--- src/rtl/mmio_store_capture_if.sv ---
// Store-snoop and capture-stream bundle for mmio_store_capture.
// slave: the capture block. master: the core/consumer side that drives stores and drains entries.
interface mmio_store_capture_if #(
    parameter int unsigned AW = 4
);
    logic          dmwe;
    logic [3:0]    dmbe;
    logic [31:0]   maddr;
    logic [31:0]   wdata;
    logic          out_valid;
    logic          out_ready;
    logic [31:0]   out_addr;
    logic [31:0]   out_data;
    logic [3:0]    out_be;
    logic [AW:0]   level;
    logic [15:0]   drop_cnt;
    logic          clr_drop;
    logic          halt;
    logic [31:0]   halt_code;

    modport slave (
        input  dmwe, dmbe, maddr, wdata, out_ready, clr_drop,
        output out_valid, out_addr, out_data, out_be, level, drop_cnt, halt, halt_code
    );

    modport master (
        output dmwe, dmbe, maddr, wdata, out_ready, clr_drop,
        input  out_valid, out_addr, out_data, out_be, level, drop_cnt, halt, halt_code
    );
endinterface

--- src/rtl/mmio_store_capture.sv ---
// Snoops data-memory stores and queues those that land in the debug window into a
// first-word-fall-through FIFO. A store to the halt register latches a sticky halt
// flag and exit code instead of being queued.
module mmio_store_capture #(
    parameter int unsigned DEPTH      = 16,
    parameter int unsigned AW         = 4,
    parameter logic [11:0] MATCH_HI   = 12'h001,
    parameter logic [31:0] HALT_WADDR = 32'h001FFFFF
) (
    input  logic                 clk_i,
    input  logic                 rst_i,
    mmio_store_capture_if.slave  bus
);

    typedef struct packed {
        logic [31:0] addr;
        logic [31:0] data;
        logic [3:0]  be;
    } entry_t;

    localparam logic [AW:0] ONE = {{AW{1'b0}}, 1'b1};

    entry_t      mem_q [DEPTH];
    logic [AW:0] wp_q, wp_d;
    logic [AW:0] rp_q, rp_d;
    logic [AW:0] level_q, level_d;
    logic [15:0] drop_q, drop_d;
    logic        halt_q, halt_d;
    logic [31:0] code_q, code_d;

    logic   hit, push, hstb, empty, full, pop, accept;
    entry_t head;

    // Classify the store, derive FIFO flags and next-state for pointers, level, drop counter and halt.
    always_comb begin
        hit    = bus.dmwe & (bus.maddr[31:20] == MATCH_HI);
        push   = hit & (bus.maddr != HALT_WADDR);
        hstb   = hit & (bus.maddr == HALT_WADDR);
        empty  = (wp_q == rp_q);
        full   = (wp_q[AW] != rp_q[AW]) & (wp_q[AW-1:0] == rp_q[AW-1:0]);
        pop    = ~empty & bus.out_ready;
        // A pop in the same cycle frees the slot, so a push into a full FIFO still lands.
        accept = push & (~full | pop);

        wp_d    = accept ? wp_q + ONE : wp_q;
        rp_d    = pop ? rp_q + ONE : rp_q;
        level_d = level_q;
        unique case ({accept, pop})
            2'b10:   level_d = level_q + ONE;
            2'b01:   level_d = level_q - ONE;
            default: level_d = level_q;
        endcase

        drop_d = drop_q;
        if (bus.clr_drop) begin
            drop_d = '0;
        end else if (push & ~accept & (drop_q != '1)) begin
            drop_d = drop_q + 16'd1;
        end

        halt_d = halt_q;
        code_d = code_q;
        if (hstb & ~halt_q) begin
            halt_d = 1'b1;
            code_d = bus.wdata;
        end
    end

    // Control and status state; cleared asynchronously.
    always_ff @(posedge clk_i or posedge rst_i) begin
        if (rst_i) begin
            wp_q    <= '0;
            rp_q    <= '0;
            level_q <= '0;
            drop_q  <= '0;
            halt_q  <= 1'b0;
            code_q  <= '0;
        end else begin
            wp_q    <= wp_d;
            rp_q    <= rp_d;
            level_q <= level_d;
            drop_q  <= drop_d;
            halt_q  <= halt_d;
            code_q  <= code_d;
        end
    end

    // Entry storage; contents are don't-care while empty because the outputs are masked.
    always_ff @(posedge clk_i) begin
        if (accept) begin
            mem_q[wp_q[AW-1:0]] <= '{addr: bus.maddr, data: bus.wdata, be: bus.dmbe};
        end
    end

    assign head          = mem_q[rp_q[AW-1:0]];
    assign bus.out_valid = ~empty;
    assign bus.out_addr  = empty ? '0 : head.addr;
    assign bus.out_data  = empty ? '0 : head.data;
    assign bus.out_be    = empty ? '0 : head.be;
    assign bus.level     = level_q;
    assign bus.drop_cnt  = drop_q;
    assign bus.halt      = halt_q;
    assign bus.halt_code = code_q;

endmodule

--- src/flat_wrapper.sv ---
// flat-port wrapper written by rule: the top's interface ports become plain ports
module mmio_store_capture_flat 
#(
    parameter int unsigned DEPTH      = 16,
    parameter int unsigned AW         = 4,
    parameter logic [11:0] MATCH_HI   = 12'h001,
    parameter logic [31:0] HALT_WADDR = 32'h001FFFFF
)
  (clk_i, rst_i, bus_dmwe, bus_dmbe, bus_maddr, bus_wdata, bus_out_ready, bus_clr_drop, bus_out_valid, bus_out_addr, bus_out_data, bus_out_be, bus_level, bus_drop_cnt, bus_halt, bus_halt_code);
  mmio_store_capture_if #(.AW(AW)) bus_i ();
  input  logic clk_i;
  input  logic rst_i;
  input wire logic [$bits(bus_i.dmwe)-1:0] bus_dmwe;
  input wire logic [$bits(bus_i.dmbe)-1:0] bus_dmbe;
  input wire logic [$bits(bus_i.maddr)-1:0] bus_maddr;
  input wire logic [$bits(bus_i.wdata)-1:0] bus_wdata;
  input wire logic [$bits(bus_i.out_ready)-1:0] bus_out_ready;
  input wire logic [$bits(bus_i.clr_drop)-1:0] bus_clr_drop;
  output wire logic [$bits(bus_i.out_valid)-1:0] bus_out_valid;
  output wire logic [$bits(bus_i.out_addr)-1:0] bus_out_addr;
  output wire logic [$bits(bus_i.out_data)-1:0] bus_out_data;
  output wire logic [$bits(bus_i.out_be)-1:0] bus_out_be;
  output wire logic [$bits(bus_i.level)-1:0] bus_level;
  output wire logic [$bits(bus_i.drop_cnt)-1:0] bus_drop_cnt;
  output wire logic [$bits(bus_i.halt)-1:0] bus_halt;
  output wire logic [$bits(bus_i.halt_code)-1:0] bus_halt_code;
  assign bus_i.dmwe = bus_dmwe;
  assign bus_i.dmbe = bus_dmbe;
  assign bus_i.maddr = bus_maddr;
  assign bus_i.wdata = bus_wdata;
  assign bus_i.out_ready = bus_out_ready;
  assign bus_i.clr_drop = bus_clr_drop;
  assign bus_out_valid = bus_i.out_valid;
  assign bus_out_addr = bus_i.out_addr;
  assign bus_out_data = bus_i.out_data;
  assign bus_out_be = bus_i.out_be;
  assign bus_level = bus_i.level;
  assign bus_drop_cnt = bus_i.drop_cnt;
  assign bus_halt = bus_i.halt;
  assign bus_halt_code = bus_i.halt_code;
  mmio_store_capture #(.DEPTH(DEPTH), .AW(AW), .MATCH_HI(MATCH_HI), .HALT_WADDR(HALT_WADDR)) u_core (.clk_i(clk_i), .rst_i(rst_i), .bus(bus_i));
endmodule
--- config.mk ---
export PLATFORM = sky130hd
export DESIGN_NAME = mmio_store_capture_flat
export DESIGN_NICKNAME = d
export VERILOG_FILES = /design/src/rtl/mmio_store_capture_if.sv /design/src/rtl/mmio_store_capture.sv /design/src/flat_wrapper.sv
export SDC_FILE = /design/constraint.sdc
export NUM_CORES = 1
export LEC_CHECK = 0
export CAP_MARGIN = 20
export CORE_MARGIN = 2
export CORE_UTILIZATION = 60
export CTS_BUF_LIST = sky130_fd_sc_hd__clkbuf_8
export DETAILED_ROUTE_END_ITERATION = 7
export HOLD_SLACK_MARGIN = 0.06
export PLACE_DENSITY = 0.79
export REMOVE_ABC_BUFFERS = 1
export SLEW_MARGIN = 5
export SYNTH_ARGS = -nofsm -noshare
export SYNTH_HDL_FRONTEND = slang
export SYNTH_SLANG_ARGS = --single-unit
--- constraint.sdc ---
create_clock -name clk_i -period 6.75 [get_ports clk_i]
set_input_delay 1.35 -clock clk_i [delete_from_list [all_inputs] [get_ports clk_i]]
set_output_delay 1.35 -clock clk_i [all_outputs]
set_load 0.02 [all_outputs]
==> impl_metrics.csv <==
group,metric,value,unit
synthesis,synthesis.area_per_instance,23.6,um2
die,core,0.0731,mm2
global_routing,grt_pass1_wl,143000,um
synthesis,ys_seq_area_share,77.2,%
clock_tree,cts_tree,"done",
synthesis,ys_types,45,
placed_design,place_ws,1440,ps
global_routing,track_usage,25.5,%
timing,finalCritPeriodShare,83.5,%
cells_and_area,layout_common_cells,"1088 x edfxtp_1, 340 x mux4_2, 195 x clkdlybuf4s50_1, 186 x clkbuf_8",
power_and_ir_drop,ir_drop,0.527,mV
timing,relSlewSlack,29.9,%
die,dieArea,0.0762,mm2
die,die-width,276,um
setup_path,path_class,"register to primary output",
synthesis,synth-edff-count,1088,
cells_and_area,final_common_cell,"edfxtp_1",
routing,wire_per_inst,28.8,um
routing,drtAntennaViolNets,0,
clock_tree,clk_pin_slew,60,ps
power_and_ir_drop,p_leak,16.5,nW
routing,drtPass1Iterations,7,
synthesis,synth.area.top_cells,"edfxtp_1 74%, mux4_2 17%, dfrtp_1 3.6%, and2_1 1.0%, mux2_2 0.84%",
timing,period_needed,5630,ps
hold_path,hp-class,"register to register",
setup_path,critPathMaxFanout,36,
synthesis,synth-seq-cells,1152,
global_routing,grt_max_degree,147,
timing,hold_ws,500,ps
clock_tree,post_cts_resized,0,
clock_tree,postCtsSetupBuffers,0,
synthesis,synth_ff_type,"edfxtp_1",
synthesis,postSynthCellCount,1879,
synthesis,ys_warn_count,0,
global_routing,grt-ovfl-total,0,
die,start_util,60.8,%
run_status,violations,"design-rule violations",
run_status,outcome,"finished with violations",
cells_and_area,fin_area,0.0510,mm2
setup_path,cp.required,5400,ps
die,rows,99,
routing,first_iter_violations,2359,
routing,wl,95300,um
setup_path,worstPathArrival,4280,ps
placed_design,hpwl,51400,um
cells_and_area,area_delta_synth_final,14.9,%
clock_tree,clkSinkCount,1152,
routing,drc,9,
timing,worstMarginPinSlew,1050,ps
setup_path,startpoint_type,"register",
clock_tree,cts_hold_buf,0,
placed_design,gp_congestion,0.797,
routing,drt-vias-per-instance,6.41,
synthesis,yosys.area.top_type,"edfxtp_1",
placed_design,port_buffers,195,
job,maxCapViolCount,0,
clock_tree,cts_buffer_depth,3,
placed_design,dpl_cell_area,0.0477,mm2
clock_tree,cts-root-buf,"clkbuf_8",
timing,post-route-worst-setup-slack,1120,ps
timing,final_max_slew_viol_count,0,
synthesis,synth_top_area_share,73.6,%
power_and_ir_drop,p_per_area,374,mW/mm2
timing,rsz0062_at_grt,"no",
die,chipHeight,276,um
timing,clock_skew,30.2,ps
synthesis,syn_area,0.0444,mm2
timing,timing.fmax,178,MHz
clock_tree,clk_latency,830,ps
timing,final-hold-violation-count,0,
setup_path,endpoint_kind,"primary output",
clock_tree,cts_made_buffers,178,
clock_tree,htree_num_levels,4,
timing,setup_viol,0,
die,ios,196,
cells_and_area,drive_above_1_share,28.5,%
global_routing,grt_pass1_vias,22616,
cells_and_area,nNetsFinal,2282,
global_routing,antenna_found_initial,7,
routing,vias,21190,
synthesis,async_reset_ff_share,5.56,%
cells in the mapped netlist (all sizes together) (10+ instances only):
cell type / count
a21oi: 15
and2: 72
and3: 18
buf: 41
clkbuf: 58
dfrtp: 64
edfxtp: 1088
inv: 10
mux2: 37
mux4: 340
nand3: 12
nand4: 15
o31ai: 11
or4: 11
xnor2: 11
flip-flops by register name (all words and copies together) (netlist names):
| register | flops |
|---|---|
| u_core.bus.drop_cnt | 16 |
| u_core.bus.halt | 1 |
| u_core.bus.halt_code | 32 |
| u_core.bus.level | 5 |
| u_core.mem_q | 1088 |
| u_core.rp_q | 5 |
| u_core.wp_q | 5 |
worst max-delay path, stage by stage (launching register included):
cell,delay [ps]
dfrtp_4,910
buf_4,660
mux4_2,580
mux4_2,540
and2_1,190
clkdlybuf4s50_1,540
layout make-up:
| cell class | count | area (um2) |
|---|---|---|
| Timing Repair Buffer | 239 | 2450 |
| Sequential cell | 1152 | 34300 |
| Antenna cell | 4 | 10.0 |
| Fill cell | 4175 | 22000 |
| Clock inverter | 136 | 698 |
| Multi-Input combinational cell | 618 | 9780 |
| Clock buffer | 186 | 2560 |
| Tap cell | 959 | 1200 |
| Inverter | 10 | 40.0 |
through the flow:
step	setup TNS, ps	power (mW)	instances	utilization, %
5_1_grt	0	19.8	3304	69.8
4_1_cts	0	19.3	3298	69.8
6_report	0	19.1	3304	69.8
2_1_floorplan	-7839660	12.6	1780	-
3_5_place_dp	0	14.0	2976	65.3
3_3_place_gp	0	13.9	2976	65.3
routing by layer:
metal | track usage [%] | share of wire [%] | wire, um
met1 | 34.8 | 38 | 36300
met2 | 41.2 | 51 | 48300
met3 | 5.92 | 9.1 | 8640
met4 | 8.81 | 2.1 | 1980
met5 | 0 | 0.038 | 36
logic make-up (layout without fill, tap and decap cells):
family	Yosys count	after routing	share of synthesized area, %
AND/OR/NAND/NOR	173	173	2.39
flip-flops	1152	1152	77.2
buffers and inverters	109	571	1.01
XOR/XNOR	17	17	0.335
other	0	4	0
multiplexers	380	380	18.3
adder cells (fa/ha/maj)	10	10	0.299
AO/OA/AOI/OAI	38	38	0.552
worst paths after layout:
check                                                startpoint                                    to  slack (ps)  depth (start not counted)
max                                  u_core.rp_q[0]$_DFFE_PP0P_                       bus_out_addr[0]        1120                          5
max in group asynchronous                                 rst_i            u_core.rp_q[3]$_DFFE_PP0P_        4750                          3
min                        u_core.bus.halt_code[27]$_DFFE_PP0P_  u_core.bus.halt_code[27]$_DFFE_PP0P_         500                          1
min in group asynchronous                                 rst_i           u_core.bus.halt$_DFFE_PP0P_        1270                          3
min reg2reg                u_core.bus.halt_code[27]$_DFFE_PP0P_  u_core.bus.halt_code[27]$_DFFE_PP0P_         500                          1
max reg2reg                          u_core.rp_q[0]$_DFFE_PP0P_        u_core.mem_q[15][22]$_DFFE_PP_        2800                          6
power breakdown:
| group | internal, mW | leakage, nW | total [mW] | switching, mW |
|---|---|---|---|---|
| registers | 7.85 | 10.6 | 8.08 | 0.230 |
| logic | 3.07 | 3.95 | 5.70 | 2.63 |
| clock network | 2.65 | 1.89 | 5.30 | 2.65 |
| total | 13.6 | 16.5 | 19.1 | 5.51 |
No activity file was read; power rests on OpenSTA's default activity.
